<file path="config.mk">
export PLATFORM = sky130hd
export DESIGN_NAME = mips_cpu_run_controller
export DESIGN_NICKNAME = d
export VERILOG_FILES = /design/src/rtl/mips_run_ctrl_pkg.sv /design/src/rtl/mips_run_chan.sv /design/src/rtl/mips_cpu_run_controller.sv
export SDC_FILE = /design/constraint.sdc
export NUM_CORES = 1
export LEC_CHECK = 0
export ABC_AREA = 1
export CAP_MARGIN = 20
export CORE_MARGIN = 4
export CORE_UTILIZATION = 25
export DETAILED_ROUTE_END_ITERATION = 10
export GPL_TIMING_DRIVEN = 0
export SLEW_MARGIN = 0
export SYNTH_ARGS = -nofsm -noshare
export SYNTH_HDL_FRONTEND = slang
export SYNTH_SLANG_ARGS = --single-unit
</file>
<file path="constraint.sdc">
create_clock -name clk -period 2.6 [get_ports clk]
set_clock_uncertainty 0.1 [all_clocks]
set_input_delay 0.65 -clock clk [delete_from_list [all_inputs] [get_ports clk]]
set_output_delay 0.65 -clock clk [all_outputs]
set_load 0.01 [all_outputs]
</file>
<file path="src/rtl/mips_run_ctrl_pkg.sv">
// Shared state encoding and status codes for the MIPS CPU run controller.
package mips_run_ctrl_pkg;

  typedef enum logic [2:0] {
    S_IDLE,
    S_RESET,
    S_CHECK,
    S_RUN,
    S_PASS,
    S_TIMEOUT,
    S_NOSTART
  } run_state_t;

  localparam logic [1:0] ST_NONE    = 2'd0;
  localparam logic [1:0] ST_PASS    = 2'd1;
  localparam logic [1:0] ST_TIMEOUT = 2'd2;
  localparam logic [1:0] ST_NOSTART = 2'd3;

endpackage

</file>
<file path="src/rtl/mips_run_chan.sv">
// Per-core channel: halt flag, $v0 capture and registered clock-enable gating.
module mips_run_chan (
  input  logic        clk,
  input  logic        rst,
  input  logic        clear,
  input  logic        run,
  input  logic        pause,
  input  logic        en,
  input  logic        active,
  input  logic [31:0] register_v0,
  output logic        halted,
  output logic        halted_nxt,
  output logic        clk_enable,
  output logic [31:0] v0_capture
);

  logic hit;

  // First edge in RUN where the core reports inactive; suppressed while paused.
  assign hit        = run & ~pause & ~active & ~halted;
  assign halted_nxt = ~clear & (halted | hit);

  always_ff @(posedge clk or posedge rst) begin
    if (rst) begin
      halted     <= 1'b0;
      clk_enable <= 1'b0;
      v0_capture <= '0;
    end else begin
      halted     <= halted_nxt;
      clk_enable <= en & ~halted_nxt & ~(run & pause);
      if (clear)    v0_capture <= '0;
      else if (hit) v0_capture <= register_v0;
    end
  end

endmodule

</file>
<file path="src/rtl/mips_cpu_run_controller.sv">
// Reset/check/run/timeout sequencer for N lockstep MIPS cores.
// Optional RUN_CTRL_PAUSE_EN adds a pause input that stalls the RUN phase.
module mips_cpu_run_controller
  import mips_run_ctrl_pkg::*;
#(
  parameter int N_CPU          = 1,
  parameter int TIMEOUT_CYCLES = 10000,
  parameter int RESET_CYCLES   = 1,
  parameter int CNT_W          = $clog2(TIMEOUT_CYCLES + 1)
) (
  input  logic                 clk,
  input  logic                 reset,
  input  logic                 start,
`ifdef RUN_CTRL_PAUSE_EN
  input  logic                 pause,
`endif
  output logic                 cpu_reset,
  output logic [N_CPU-1:0]     clk_enable,
  input  logic [N_CPU-1:0]     active,
  input  logic [32*N_CPU-1:0]  register_v0,
  output logic [32*N_CPU-1:0]  v0_capture,
  output logic [N_CPU-1:0]     halted,
  output logic                 busy,
  output logic [1:0]           status,
  output logic [CNT_W-1:0]     cycle_count
);

  localparam int RC_W = (RESET_CYCLES > 1) ? $clog2(RESET_CYCLES) : 1;

  run_state_t       state, nxt;
  logic [RC_W-1:0]  rcnt;
  logic [1:0]       status_nxt;
  logic             clear, run, en, pause_w;
  logic [N_CPU-1:0] halted_nxt;

`ifdef RUN_CTRL_PAUSE_EN
  assign pause_w = pause;
`else
  assign pause_w = 1'b0;
`endif

  assign run = (state == S_RUN);
  assign en  = (nxt == S_RESET) || (nxt == S_CHECK) || (nxt == S_RUN);

  always_comb begin
    nxt        = state;
    status_nxt = status;
    clear      = 1'b0;
    case (state)
      S_IDLE, S_PASS, S_TIMEOUT, S_NOSTART:
        if (start) begin
          nxt        = S_RESET;
          status_nxt = ST_NONE;
          clear      = 1'b1;
        end
      S_RESET:
        if (rcnt == RC_W'(RESET_CYCLES - 1)) nxt = S_CHECK;
      S_CHECK:
        if (&active) nxt = S_RUN;
        else begin
          nxt        = S_NOSTART;
          status_nxt = ST_NOSTART;
        end
      S_RUN:
        // Completion is tested first so a halt on the timeout edge still passes.
        if (&halted_nxt) begin
          nxt        = S_PASS;
          status_nxt = ST_PASS;
        end else if (!pause_w && cycle_count == CNT_W'(TIMEOUT_CYCLES - 1)) begin
          nxt        = S_TIMEOUT;
          status_nxt = ST_TIMEOUT;
        end
      default: nxt = S_IDLE;
    endcase
  end

  always_ff @(posedge clk or posedge reset) begin
    if (reset) begin
      state       <= S_IDLE;
      rcnt        <= '0;
      cycle_count <= '0;
      status      <= ST_NONE;
      cpu_reset   <= 1'b1;
      busy        <= 1'b0;
    end else begin
      state     <= nxt;
      status    <= status_nxt;
      cpu_reset <= (nxt == S_IDLE) || (nxt == S_RESET);
      busy      <= en;
      if (clear)                rcnt <= '0;
      else if (state == S_RESET) rcnt <= rcnt + RC_W'(1);
      if (clear)
        cycle_count <= '0;
      else if ((state == S_CHECK || (run && !pause_w)) &&
               cycle_count != CNT_W'(TIMEOUT_CYCLES))
        cycle_count <= cycle_count + CNT_W'(1);
    end
  end

  for (genvar i = 0; i < N_CPU; i++) begin : g_chan
    mips_run_chan u_chan (
      .clk         (clk),
      .rst         (reset),
      .clear       (clear),
      .run         (run),
      .pause       (pause_w),
      .en          (en),
      .active      (active[i]),
      .register_v0 (register_v0[32*i +: 32]),
      .halted      (halted[i]),
      .halted_nxt  (halted_nxt[i]),
      .clk_enable  (clk_enable[i]),
      .v0_capture  (v0_capture[32*i +: 32])
    );
  end

endmodule
</file>
* After elaboration in Yosys (flattened, before gate mapping)
Cells that the tools add are included.
** Word-level totals
- Register bits after elaboration :: 56
- Bits in latches :: 0
- Memory bits (writable) :: 0
- Bits in read-only memories :: 0
- Bits of input ports :: 36
- Output and inout port bits :: 52
- Word-level logic and storage cells :: 66
- Memories :: 0
** Cells by class
- $add $sub $neg :: 2
- Multipliers :: 0
- Divide/modulo/power cells :: 0
- Magnitude comparators :: 0
- Eq/ne operators :: 14
- Shift-type cells :: 0
- Muxes and demuxes :: 19
- Bitwise logic cells :: 9
- Reductions and logical operators :: 13
** Operator list (count)
- $mux 32 :: 2
- $mux 14 :: 2
- $mux 3 :: 5
- $add 14x1->14 const B :: 1
- $eq 14x14->1 const B :: 1
- $ne 14x14->1 const B :: 1
- $eq 3x2->1 const B :: 4
- $pmux 3 s4 :: 1
- $eq 3x3->1 const B :: 3
- $mux 2 :: 4
- $eq 3x1->1 const B :: 2
- $logic_not 3->1 :: 2
- $pmux 2 s3 :: 1
- $reduce_bool 2->1 :: 3
- $and 1x1->1 :: 4
- $logic_or 1x1->1 :: 4
- $mux 1 :: 4
- $ne 2x2->1 const B :: 2
- $not 1->1 :: 4
- $reduce_and 4->1 :: 1
- $reduce_or 4->1 :: 1
- $ne 3x3->1 const B :: 1
- $reduce_bool 3->1 :: 1
- $add 1x1->1 const B :: 1
- 2 further kinds :: 2

* Longest topological paths before layout
Gate-level depths: netlist of the first run.
- Word-level depth :: 11
- Gate-level depth with buffers :: 10
- Mapped depth without buffers :: 10

* By module
Synthesis of the first run repeated with hierarchy kept, for this count alone.
** Unflattened totals
- Cell total of the unflattened synthesis :: 366
- Area total of the unflattened synthesis :: 2996.6 um2
** Modules (own cells, without submodules)
- mips_run_chan :: instances 1, cells each 159, area each 1539.0 um2, sequential area each 850.8 um2
- mips_cpu_run_controller :: instances 1, cells each 207, area each 1457.6 um2, sequential area each 551.8 um2

* Worst setup path after synthesis of the first run
OpenSTA, ideal clock, no wires.
- Path kind :: reg2reg
- Start :: register cycle_count[0]
- End :: register cycle_count[11]
- Setup time :: 0.127 ns
- Data arrival time :: 1.298 ns
- Required time :: 2.373 ns
- Slack :: 1.074 ns
- Cell stages (with the launch flop) :: 11
- Path buffers :: 1
- Period minus slack after synthesis :: 1.526 ns
- Path through :: dfrtp_1 -> inv_1 -> ha_1 -> nand3_1 -> nor2_1 -> nand2_1 -> nand2_2 -> inv_2 -> buf_6 -> nand3_1 -> o21ai_0
** Between the ends
- Word-level cells in the longest chain between the ends :: 3
- Elaborated cells on any way between the ends :: 6
- Those cells by class :: add/sub (1); eq/ne (1); mux (2); reduce/logical (2)
** Ends and longest elaborated chain
- start: declaration :: line mips_cpu_run_controller.sv:25 : output logic [CNT_W-1:0] cycle_count
- start signal: assignment :: line mips_cpu_run_controller.sv:96 : cycle_count <= cycle_count + CNT_W'(1);
- $add 14x1->14 or $ne 14x14->1 (tied branches) :: line mips_cpu_run_controller.sv:96, mips_cpu_run_controller.sv:95
- $mux 14 or $logic_and 1x1->1 (tied branches) :: line mips_cpu_run_controller.sv:94 : else if ((state == S_CHECK || (run && !pause_w)) &&
- $mux 14 or $reduce_bool 2->1 (tied branches)
Parallel ways exist; a longest one is shown, timed or not. The select of a mux whose other input is x is not followed.
A chain may end at the register's enable or synchronous reset.

* Worst setup path in the final report of the first run
- Start :: register cycle_count[5]
- End :: output port cycle_count[5]
No word-level cell between the ends.

==> reports/qor.yml, run 1 <==
power_and_ir_drop:
  p_per_area_nw_per_um2: 997
  power_leakage_nw: 1.86
  comb_power_share: 0.478
  internal-power_mw: 2.47
  finalPower_mw: 3.94
  p_sw_frac: 0.373
  p_sw_mw: 1.47
  seqPwrFrac: 0.366
  p_clk_frac: 0.156
  ir_drop_uv: 430
layout:
  area_growth_syn_to_layout_pct: 43.0
  utilization: 0.364
  stdcell_count: 570
  nets: 467
  diodes: 0
  drive_gt1_frac: 0.0884
timing:
  rsz0062_at_grt: "false"
  tightest_slew_ns: 0.597
  final-max-slew-violation-count: 0
  finalCriticalPeriod_ns: 2.14
  min_period_over_period: 0.822
  layout_setup_ws_ns: 0.462
  hold_viol: 0
  holdWs_ns: 0.392
  slew_headroom: 0.601
  finalSetupViolCount: 0
  fmax_ghz: 0.468
global_routing:
  grt_pass1_wl_um: 12300
  grt.busiest_layer: "met2"
  grt_use_met3: 0.0412
  gr-usage-met2: 0.196
  grt_pass1_vias: 2565
  grt_overflow: 0
  antenna_found_initial: 0
  grt_usage: 0.116
  grt_max_degree: 31
  use_met1: 0.142
clock_network:
  cts-resized-gates: 0
  clock_latency_ns: 0.30
  cts.sinks: 56
  ctsHoldBuffers: 0
  cts_tree: "built"
  cts_inserted_buffers: 5
  h-tree-depth: 2
  cts_buffer_depth: 2
  clk_pin_slew_ns: 0.10
  clockRootBuffer: "clkbuf_8"
  post_cts_buffers: 0
worst_setup_path:
  start_kind: "register"
  arrival_ns: 1.39
  path_cells: "clkdlybuf4s50_1"
  cp_slowest_stage_delay_ns: 0.59
  cp-end-kind: "output pin"
  critical_path.n_buffers_inverters: 1
  slowest_stage: "clkdlybuf4s50_1"
  crit_type: "reg2out"
  required_ns: 1.85
  cp_max_fo: 7
  path_delay_family: "buffers and inverters"
synthesis:
  syn_inst: 334
  syn_avg_cell_area_um2: 8.27
  synth_cell_types: 26
  ys_warn_count: 0
  seq_area_frac_synth: 0.508
  syn_area_um2: 2760
  synth_fp_nets: 372
  yosys_register_bits: 56
routing:
  vias: 2476
  first_iter_violations: 59
  drc: 0
  ant_nets: 0
  wire_per_inst_um: 12.7
  wirelength_um: 7250
  drt_pre_antenna_iters: 4
  viasPerCell: 4.34
die:
  core_area_um2: 10800
  dieHeight_um: 113
  fp.dieW_um: 113
  row_count: 38
  start_util: 0.255
  die_area_um2: 12800
  io_pins: 88
min_path:
  worstHoldPathType: "reg2reg"
place:
  dp_hpwl_um: 5550
  io_buffers: 87
  dp_cells: 562
  place.gp.congestion: 0.822
  place_ws_ns: 0.541
run_status:
  status: "complete, no violations"
flow_run:
  drv_cap: 0
==> metrics by stage <==
step	setup TNS, ns	instance area, µm²
after CTS	0	3950
after floorplan	0	2760
after global routing	0	3950
after global placement	-34.36	3810
after detailed placement	0	3830
final	0	3950
==> power groups by stage <==
stage	logic (mW)	registers, mW	clock network (mW)
after floorplan	0.815	1.58	0
after global placement	1.87	1.45	0
after detailed placement	1.91	1.45	0
after CTS	1.92	1.44	0.638
after global routing	2.07	1.49	0.672
final	1.88	1.44	0.615
==> cell usage in the layout (no fill, tap or decap), types with 2 or more instances in the layout <==
cell,n
a21oi_1,3
buf_2,9
buf_6,3
clkbuf_8,6
clkdlybuf4s50_1,87
dfrtp_1,55
ha_1,2
inv_1,57
inv_2,3
nand2_1,51
nand2_2,5
nand2_4,2
nand3_1,54
nand3_4,2
nand4_1,5
nor2_1,17
nor3_1,6
o21ai_0,22
o21ai_1,24
xor2_1,6
==> synth_stat cells <==
cell | number | area (µm²)
buf_2 | 9 | 45.0
inv_2 | 2 | 7.51
o21ai_1 | 24 | 120
xor2_1 | 6 | 52.6
nand3_4 | 2 | 35.0
a21oi_1 | 3 | 15.0
nand2_4 | 2 | 22.5
nand2_2 | 5 | 31.3
nand3_1 | 54 | 270
o2111ai_1 | 1 | 8.76
nor3_2 | 1 | 10.0
inv_1 | 58 | 218
a31oi_1 | 1 | 6.26
ha_1 | 2 | 25.0
nor2_1 | 17 | 63.8
dfrtp_1 | 55 | 1380
nor3_1 | 6 | 30.0
nand2_1 | 51 | 191
nor2_4 | 1 | 11.3
nand3_2 | 1 | 10.0
nand4_1 | 5 | 31.3
clkinv_1 | 1 | 3.75
nor2_2 | 1 | 6.26
o21ai_0 | 22 | 110
buf_6 | 3 | 33.8
dfstp_2 | 1 | 26.3
==> final timing paths <==
kind | from | endpoint | slack [ns] | cells past startpoint
max | cycle_count[5]$_DFFE_PP0P_ | cycle_count[5] | 0.46 | 1
min | status[1]$_DFFE_PP0P_ | status[1]$_DFFE_PP0P_ | 0.39 | 2
max reg2reg | cycle_count[0]$_DFFE_PP0P_ | cycle_count[10]$_DFFE_PP0P_ | 0.90 | 9
min reg2reg | status[1]$_DFFE_PP0P_ | status[1]$_DFFE_PP0P_ | 0.39 | 2
max in group asynchronous | reset | g_chan[0].u_chan.v0_capture[18]$_DFFE_PP0P_ | 1.21 | 3
min in group asynchronous | reset | g_chan[0].u_chan.v0_capture[12]$_DFFE_PP0P_ | 0.63 | 2
==> routing by layer <==
metal,part of all wire,up-vias
met2,0.47,61
li1,-,1262
met4,0.0092,0
met3,0.069,9
met1,0.45,1144
met5,0,-
==> cell type report <==
cell class | instances | area, µm²
buffer | 12 | 78.8
clock buffer | 6 | 82.6
fill | 1157 | 6890
tap | 140 | 175
timing repair buffer | 88 | 891
inverter | 61 | 229
sequential | 56 | 1400
multi-input combinational | 205 | 1050
clock inverter | 2 | 38.8
==> cell families (layout without fill, tap and decap cells) <==
kind of cell | after synthesis | after routing | synth area share
AND/OR/NAND/NOR | 146 | 146 | 0.258
buffers and inverters | 73 | 169 | 0.111
flip-flops | 56 | 56 | 0.508
AO/OA/AOI/OAI | 51 | 51 | 0.0942
XOR/XNOR | 6 | 6 | 0.0190
adder cells (fa/ha/maj) | 2 | 2 | 0.00906
==> flip-flops by register name, summed over array words and instances (netlist names) <==
register,count
g_chan.u_chan.v0_capture,32
status,2
g_chan.u_chan.clk_enable,1
cycle_count,14
state,3
rcnt,1
busy,1
cpu_reset,1
g_chan.u_chan.halted,1
(Power assumes the default switching activity.)
==> inputs of run 2 (changes only) <==
==> constraint.sdc (replaced) <==
create_clock -name clk -period 2.15 [get_ports clk]
set_clock_uncertainty 0.1 [all_clocks]
set_input_delay 0.5375 -clock clk [delete_from_list [all_inputs] [get_ports clk]]
set_output_delay 0.5375 -clock clk [all_outputs]
set_load 0.01 [all_outputs]
==> results of run 2 <==
The final DEF is identical to that of run 1. Status: complete, no violations.
Main changes from that run: setup slack after placement 0.541 ns -> 0.203 ns; setup slack after layout 0.462 ns -> 0.125 ns; register-to-register setup slack 0.90 ns -> 0.45 ns; total power 3.94 mW -> 4.76 mW; worst IR drop on VDD 430 µV -> 520 µV
==> inputs of run 3 (changes only) <==
--- a/config.mk
+++ b/config.mk
@@ -7,10 +7,8 @@
 export LEC_CHECK = 0
 export ABC_AREA = 1
 export CAP_MARGIN = 20
-export CORE_MARGIN = 4
 export CORE_UTILIZATION = 25
 export DETAILED_ROUTE_END_ITERATION = 10
-export GPL_TIMING_DRIVEN = 0
 export SLEW_MARGIN = 0
 export SYNTH_ARGS = -nofsm -noshare
 export SYNTH_HDL_FRONTEND = slang
==> reports/qor.yml, run 3 (same netlist as run 1, synthesis figures left out) <==
run_status:
  status: "complete, no violations"
layout:
  area_growth_syn_to_layout_pct: 40.5
  largest_register_ffs: 32
  seqCellArea_um2: 1400
  largest_registers: "g_chan.u_chan.v0_capture (32), cycle_count (14), state (3)"
  final_common_cell: "clkdlybuf4s50_1"
  drive_gt1_frac: 0.0689
  final_cell_mix: "clkdlybuf4s50_1, inv_1, dfrtp_1"
  diodes: 0
  multiInputGateArea_um2: 1050
  nFillCells: 1116
  largest_register: "g_chan.u_chan.v0_capture"
  nets: 458
clock_network:
  cts_inserted_buffers: 5
  post_cts_buffers: 0
  clk_pin_slew_ns: 0.11
  clockRootBuffer: "clkbuf_8"
  h-tree-depth: 2
  cts.sinks: 56
  cts_tree: "built"
  clock_latency_ns: 0.31
  cts_buffer_depth: 2
  ctsHoldBuffers: 0
  cts-resized-gates: 0
routing:
  drc: 0
  vias: 2391
  wire_per_inst_um: 11.3
  wirelength_um: 6330
  first_iter_violations: 74
  drt_pre_antenna_iters: 4
  ant_nets: 0
  viasPerCell: 4.26
worst_setup_path:
  path_cells: "clkdlybuf4s50_1"
  cp_max_fo: 7
  critical_path.n_buffers_inverters: 1
  path_delay_family: "buffers and inverters"
  crit_type: "reg2out"
  required_ns: 1.51
  arrival_ns: 1.39
  slowest_stage: "clkdlybuf4s50_1"
  cp-end-kind: "output pin"
  cp_slowest_stage_delay_ns: 0.59
  start_kind: "register"
timing:
  slew_headroom: 0.721
  setup_tns_ns: 0
  final-max-slew-violation-count: 0
  fmax_ghz: 0.494
  rsz0062_at_grt: "false"
  tightest_slew_ns: 0.415
  finalCriticalPeriod_ns: 2.03
  hold_viol: 0
  holdWs_ns: 0.394
  min_period_over_period: 0.942
  finalSetupViolCount: 0
  layout_setup_ws_ns: 0.124
die:
  dieHeight_um: 107
  core_area_um2: 10800
  io_pins: 88
  die_area_um2: 11500
  row_count: 38
  fp.dieW_um: 107
  start_util: 0.256
flow_run:
  drv_cap: 0
place:
  place.gp.congestion: 0.816
  dp_hpwl_um: 4660
  place_ws_ns: 0.176
  io_buffers: 87
global_routing:
  antenna_found_initial: 0
  grt_usage: 0.115
  grt_pass1_vias: 2288
  grt_max_degree: 65
  grt_pass1_wl_um: 10600
  grt_overflow: 0
power_and_ir_drop:
  power_leakage_nw: 1.82
  finalPower_mw: 4.53
  p_per_area_nw_per_um2: 1170
  ir_drop_uv: 500
min_path:
  worstHoldPathType: "reg2reg"
[run 3: cell types whose count changed in the layout (fill, tap and decap cells not counted)]
cell | before | now
buf_4 | 0 | 2
bufinv_16 | 1 | 0
inv_6 | 0 | 2
buf_6 | 3 | 0
buf_12 | 1 | 2
buf_2 | 9 | 0
clkbuf_8 | 6 | 5
[run 3: area by class of cell]
cell class | instances | area share
inverter | 61 | 0.0590
multi-input combinational | 205 | 0.271
timing repair buffer | 91 | 0.239
clock inverter | 3 | 0.00677
clock buffer | 5 | 0.0177
sequential | 56 | 0.362
tap | 140 | 0.0452
[run 3: per-layer routing]
metal	vias up	GRT usage	part of all wire
met5	-	0	0
met4	0	0.0284	0.0063
met3	4	0.0365	0.065
met2	68	0.185	0.45
met1	1069	0.150	0.48
li1	1250	-	-
[run 3: worst reg2reg max path, cell delays in order (launching register included)]
cell     delay [ns]
dfrtp_1        0.42
ha_1           0.26
nand3_1        0.20
nor2_1         0.15
nand2_1        0.12
nand3_4        0.12
nand3_1        0.10
nand2_1        0.07
nand2_1        0.04
[run 3: path summary, 6_finish.rpt]
path	startpoint	slack, ns	cells past startpoint	endpoint
max reg2reg	cycle_count[1]$_DFFE_PP0P_	0.47	8	status[1]$_DFFE_PP0P_
max	cycle_count[5]$_DFFE_PP0P_	0.12	1	cycle_count[5]
min	rcnt$_DFFE_PP0P_	0.39	1	rcnt$_DFFE_PP0P_
max in group asynchronous	reset	1.19	3	cpu_reset$_DFF_PP1_
min in group asynchronous	reset	0.48	3	g_chan[0].u_chan.v0_capture[29]$_DFFE_PP0P_
min reg2reg	rcnt$_DFFE_PP0P_	0.39	1	rcnt$_DFFE_PP0P_
[run 3: metrics by stage]
stage                     utilization  cell area, µm²  cells
after floorplan                     -            2760    334
after global placement          0.351            3780    553
after detailed placement        0.351            3780    553
after CTS                       0.359            3880    561
after global routing            0.359            3880    561
final                           0.359            3880    561
[run 3: where the power goes]
| part | internal [mW] | switching (mW) | total, mW |
|---|---|---|---|
| Combinational | 1.08 | 1.09 | 2.17 |
| Sequential | 1.48 | 0.270 | 1.75 |
| Clock | 0.241 | 0.372 | 0.613 |
| Total | 2.80 | 1.73 | 4.53 |
